<file path="src/rtl/param_bist_engine.sv">
// param_bist_engine
//   Parametrised built-in self-test engine. An LFSR generates NUM_PAT
//   patterns for an external circuit-under-test (CUT). A MISR compacts the
//   CUT responses into a signature, which is compared against a golden value.
//
// Handshake (valid/Ready):
//   The controller raises valid and holds it high for the whole run. Ready
//   rises once NUM_PAT responses have been compacted, and pass is then
//   meaningful. Ready and pass stay high until the controller drops valid.
//   Dropping valid before Ready aborts the run, and the engine returns to IDLE.
//
// Ports:
//   clk, rst_n - clock (rising edge) and asynchronous active-low reset
//   valid      - run request (level)
//   seed_load  - capture seed into the seed register (honoured in IDLE only)
//   seed       - seed value
//   golden     - expected signature
//   cut_in     - pattern to the CUT (LFSR register)
//   cut_out    - CUT response
//   Result     - running signature (MISR register)
//   sig_valid  - one-cycle strobe after each compaction
//   pat_cnt    - compactions done this run
//   Ready      - run complete (level)
//   pass       - signature matched golden (meaningful while Ready=1)
//   state_dbg  - FSM state (0 IDLE, 1 RUN, 2 DONE)
module param_bist_engine #(
   parameter int               PAT_W     = 8,
   parameter int               SIG_W     = 10,
   parameter int               NUM_PAT   = 255,
   parameter logic [PAT_W-1:0] LFSR_TAPS = 8'hB8,
   parameter logic [SIG_W-1:0] MISR_TAPS = 10'h240,
   parameter logic [PAT_W-1:0] SEED      = 1,
   parameter int               CUT_LAT   = 0,
   localparam int              CNT_W     = $clog2(NUM_PAT + 1)
) (
   input  logic             clk,
   input  logic             rst_n,
   input  logic             valid,
   input  logic             seed_load,
   input  logic [PAT_W-1:0] seed,
   input  logic [SIG_W-1:0] golden,
   output logic [PAT_W-1:0] cut_in,
   input  logic [SIG_W-1:0] cut_out,
   output logic [SIG_W-1:0] Result,
   output logic             sig_valid,
   output logic [CNT_W-1:0] pat_cnt,
   output logic             Ready,
   output logic             pass,
   output logic [1:0]       state_dbg
);

   typedef enum logic [1:0] {IDLE = 2'd0, RUN = 2'd1, DONE = 2'd2} state_t;

   state_t           state, state_nxt;
   logic [PAT_W-1:0] lfsr, lfsr_nxt, seed_reg, seed_eff;
   logic [SIG_W-1:0] misr, misr_nxt;
   logic [CNT_W-1:0] issue_cnt;
   logic             run_act, issue, cmp_flag, cmp, last_cmp;

   // An all-zero seed would lock the LFSR, so it is replaced with 1.
   assign seed_eff = (seed_reg == '0) ? PAT_W'(1) : seed_reg;
   assign lfsr_nxt = {lfsr[PAT_W-2:0], ^(lfsr & LFSR_TAPS)};
   assign misr_nxt = {misr[SIG_W-2:0], ^(misr & MISR_TAPS)} ^ cut_out;

   // An abort (valid low in RUN) takes priority over any stepping on that edge.
   assign run_act  = (state == RUN) && valid;
   assign issue    = run_act && (issue_cnt < CNT_W'(NUM_PAT));

   // The issue flag is delayed by the CUT latency. A set delayed flag marks
   // the cycle in which cut_out carries the response to an issued pattern.
   generate
      if (CUT_LAT == 0) begin : g_no_lat
         assign cmp_flag = issue;
      end else begin : g_lat
         logic [CUT_LAT-1:0] dly;
         always_ff @(posedge clk or negedge rst_n) begin
            if (!rst_n)       dly <= '0;
            else if (run_act) dly <= (dly << 1) | CUT_LAT'(issue);
            else              dly <= '0;
         end
         assign cmp_flag = dly[CUT_LAT-1];
      end
   endgenerate

   assign cmp      = run_act && cmp_flag;
   assign last_cmp = cmp && (pat_cnt == CNT_W'(NUM_PAT - 1));

   always_ff @(posedge clk or negedge rst_n) begin
      if (!rst_n) state <= IDLE;
      else        state <= state_nxt;
   end

   always_comb begin
      state_nxt = state;
      case (state)
         IDLE:    if (valid) state_nxt = RUN;
         RUN: begin
            if (!valid)        state_nxt = IDLE;
            else if (last_cmp) state_nxt = DONE;
         end
         DONE:    if (!valid) state_nxt = IDLE;
         default: state_nxt = IDLE;
      endcase
   end

   always_ff @(posedge clk or negedge rst_n) begin
      if (!rst_n) begin
         lfsr      <= '0;
         misr      <= '0;
         issue_cnt <= '0;
         pat_cnt   <= '0;
         sig_valid <= 1'b0;
         Ready     <= 1'b0;
         pass      <= 1'b0;
         seed_reg  <= SEED;
      end else begin
         sig_valid <= 1'b0;
         case (state)
            IDLE: begin
               Ready <= 1'b0;
               pass  <= 1'b0;
               if (seed_load) seed_reg <= seed;
               // seed_eff still reflects the old seed register on this edge.
               if (valid) begin
                  lfsr      <= seed_eff;
                  misr      <= '0;
                  issue_cnt <= '0;
                  pat_cnt   <= '0;
               end
            end
            RUN: begin
               if (issue) begin
                  lfsr      <= lfsr_nxt;
                  issue_cnt <= issue_cnt + 1'b1;
               end
               if (cmp) begin
                  misr      <= misr_nxt;
                  sig_valid <= 1'b1;
                  if (pat_cnt < CNT_W'(NUM_PAT)) pat_cnt <= pat_cnt + 1'b1;
               end
               // The verdict uses the signature produced by this final compaction.
               if (last_cmp) begin
                  Ready <= 1'b1;
                  pass  <= (misr_nxt == golden);
               end
            end
            DONE: begin
               if (!valid) begin
                  Ready <= 1'b0;
                  pass  <= 1'b0;
               end
            end
            default: ;
         endcase
      end
   end

   assign cut_in    = lfsr;
   assign Result    = misr;
   assign state_dbg = state;

endmodule

</file>
<file path="config.mk">
export PLATFORM = sky130hd
export DESIGN_NAME = param_bist_engine
export DESIGN_NICKNAME = d
export VERILOG_FILES = /design/src/rtl/param_bist_engine.sv
export SDC_FILE = /design/constraint.sdc
export NUM_CORES = 1
export LEC_CHECK = 0
export ABC_CLOCK_PERIOD_IN_PS = 2900
export BUFFER_PORTS_ARGS = -buffer_cell sky130_fd_sc_hd__buf_2
export CORE_MARGIN = 5
export CORE_UTILIZATION = 50
export CTS_CLUSTER_DIAMETER = 50
export DETAILED_ROUTE_END_ITERATION = 8
export PLACE_DENSITY = 0.82
export SLEW_MARGIN = 20
export SYNTH_ARGS = -nofsm -noshare
export SYNTH_HDL_FRONTEND = slang
export SYNTH_SLANG_ARGS = --single-unit
</file>
<file path="constraint.sdc">
create_clock -name clk -period 2.9 [get_ports clk]
set_input_delay 0 -clock clk [delete_from_list [all_inputs] [get_ports clk]]
set_output_delay 0 -clock clk [all_outputs]
set_load 0.02 [all_outputs]
</file>
==> impl_metrics.yaml <==
power:
  pwr-share-clk_pct: 31.5
  seq_power_share_pct: 46.0
  powerDensity_nw_per_um2: 606.9
  sw_frac_of_total_pct: 30.38
  p_switching_uw: 551.7
  leakagePower_nw: 1.426
  irDropWorstVdd_uv: 335.6
  comb_power_share_pct: 22.5
  internal_power_mw: 1.265
setup_path:
  rrSetupSlack_ns: 0.72
  crit_cells: 8
  worst_setup_path_start_kind: "register"
  reg2reg_to: "pass$_DFFE_PN0P_"
  end_kind: "register"
  crit_type: "register to register"
  crit-reg2reg-launch: "issue_cnt[0]$_DFFE_PN0P_"
  worstPathArrival_ns: 2.41
  cp_slowest_stage_delay_ns: 0.51
  startpoint: "issue_cnt[0]$_DFFE_PN0P_"
  slowest_stage: "or3_1"
  rr_worst_depth: 8
  required_ns: 3.13
  crit_family: "simple AND/OR/NAND/NOR gates"
  crit_chain: "ha_1, nand3_2, nor2_2, or3_1, inv_1, and3_1, nand4_1, o22ai_1"
  crit_path_max_fanout: 11
  worstSetupEndpoint: "pass$_DFFE_PN0P_"
  crit_buf_inv: 1
global_routing:
  grt_max_degree: 48
  grt_pass1_wl_um: 9149
  grt_util_all_layers_pct: 18.48
  grt_overflow: 0
  antenna_found_initial: 0
  grt_pass1_vias: 1919
run:
  drv_cap: 0
clock_tree:
  cts.path.max_buffers: 2
  cts.sinks: 47
  clk_latency_ns: 0.30
  cts_tree: "done"
  post_cts_resized: 0
  numCtsBuffers: 5
  postCtsSetupRepairBufs: 0
  htreeDepth: 2
  cts.clk_slew.worst_paths_ns: 0.09
  cts_root_buffer: "clkbuf_8"
detailed_routing:
  first_pass_iters: 4
  drt-wirelength-per-cell_um: 15.11
  wirelength_um: 5499
  vias: 2000
  antenna_left: 0
  drc: 0
  avgViaCountPerCell: 5.495
  initialDrtViolationCount: 86
logic_synthesis:
  synthArstFlopShare_pct: 100.0
  synth_warnings: 0
  ys.flop_type: "dfrtp_1"
  yosys.area.top_type: "dfrtp_1"
  syn_inst: 236
  syn-cell-area_um2: 2392
  synth_seq_cells: 47
  syn-num-nets: 271
  syn_area_per_cell_um2: 10.14
  ys_seq_area_share_pct: 49.22
  netlist-cell-type-count: 44
  synth_top_cell_area_share_pct: 48.12
  synthTopCellsByArea: "dfrtp_1 (48%), xnor2_1 (6.2%), nand2_1 (5.3%)"
  synth_edf_count: 0
floorplanning:
  floorplan.initialDensity_pct: 50.99
  die_y_um: 79.17
  ioPinCount: 63
  rows: 25
  core_um2: 4692
  die_area_um2: 6268
  fp.dieW_um: 79.17
timing:
  setup_viol: 0
  fin_crit_sh_pct: 75.14
  skew_ns: 0.007826
  hold_viol_final: 0
  rsz0062_at_grt: "false"
  fin_crit_ns: 2.179
  slew_violations: 0
  final.setup.tns_ns: 0
  tightest_slew_ns: 0.6976
  fmax_mhz: 458.9
  maxSlewHeadroom_pct: 53.49
cells_and_area:
  fin_nets: 344
  antenna_cells: 0
  mostFrequentLayoutCells: "buf_2 (61), dfrtp_1 (46), nand2_1 (34)"
  drive_gt1_share_pct: 28.39
  regArea_um2: 1177
  largest_reg_flops: 10
  fin_util_pct: 63.79
  layout_commonest_cell: "buf_2"
  multi_input_area_um2: 1169
  area_growth_pct: 25.10
  fillers: 392
placed_design:
  gp_congestion: 0.8819
  dp_hpwl_um: 3998
  portBuffers: 62
hold_path:
  hold_class: "input port to register"
status:
  outcome: "finished clean"
==> power by group through the flow <==
stage	registers (mW)	clock network (mW)	logic, mW
floorplan	0.896	0	0.201
global placement	0.841	0	0.393
detailed placement	0.846	0	0.403
global route	0.853	0.604	0.453
finish	0.836	0.572	0.408
CTS	0.836	0.577	0.414
==> layout make-up <==
cell class | instances | area share, %
Clock buffer | 5 | 2.299
Timing Repair Buffer | 74 | 14.30
Clock inverter | 3 | 2.258
Multi-Input combinational cell | 177 | 39.05
Sequential cell | 47 | 39.34
Inverter | 4 | 0.5017
Tap cell | 54 | 2.258
==> worst min-delay path, delay by kind of cell <==
| family | cells | cell delay, ns |
|---|---|---|
| compound gates | 1 | 0.06 |
| simple gates | 1 | 0.09 |
| xor+xnor | 1 | 0.06 |
| buf+inv | 1 | 0.08 |
==> repair_timing <==
action                                  4_1_cts  5_1_grt
hold buffers                                 10        0
endpoints found under the hold margin        55        0
endpoints found under the setup margin        0        0
==> per-stage QoR <==
stage	power (mW)	setup WS (ns)	hold WS, ns	instances	instance area (um^2)
after floorplan	1.096	1.123	-0.2956	236	2392
after global placement	1.234	0.8577	0.2288	346	2754
after detailed placement	1.249	0.7556	0.2329	346	2754
after CTS	1.828	0.7286	0.02470	364	2990
after global routing	1.910	0.4791	0.05702	364	2993
final	1.816	0.7209	0.02375	364	2993
==> cells in the mapped netlist (3+ instances only) <==
cell and number:
nand2_1 34, xnor2_1 17, inv_1 4, nand4_1 4
or3_1 5, nor2_1 16, dfrtp_1 46, a21oi_1 6
nand3_1 4, ha_1 3, buf_2 3, mux2i_1 11
o21ai_0 23, xor2_1 9, nor4_1 4, nor3_1 5
mux2_2 8, buf_4 3
==> metal layers <==
layer	GRT usage (%)	up-vias	wire, um
li1	-	975	-
met1	25.36	955	2523
met2	29.55	60	2600
met3	3.855	10	296
met4	5.326	0	80
met5	0	-	0
==> how the worst min path moves through the flow <==
stage	startpoint	to	slack, ns	cells past startpoint
floorplan	rst_n	Ready$_DFFE_PN0P_	-0.30	0
global placement	rst_n	pat_cnt[1]$_DFFE_PN0P_	0.23	1
detailed placement	rst_n	pat_cnt[4]$_DFFE_PN0P_	0.23	1
CTS	golden[2]	pass$_DFFE_PN0P_	0.02	4
global route	cut_out[1]	Result[1]$_DFFE_PN0P_	0.06	3
finish	golden[2]	pass$_DFFE_PN0P_	0.02	4
==> cell families after synthesis <==
family	after synthesis	synth area share (%)
adders and majority gates	3	1.569
and+or+nand+nor	87	18.41
AOI/OAI and AO/OA	42	10.41
DFF	47	49.22
buffers and inverters	12	2.510
xor gates and xnor gates	26	9.519
muxes	19	8.369
Note: power is estimated with default switching activity, not from simulation.
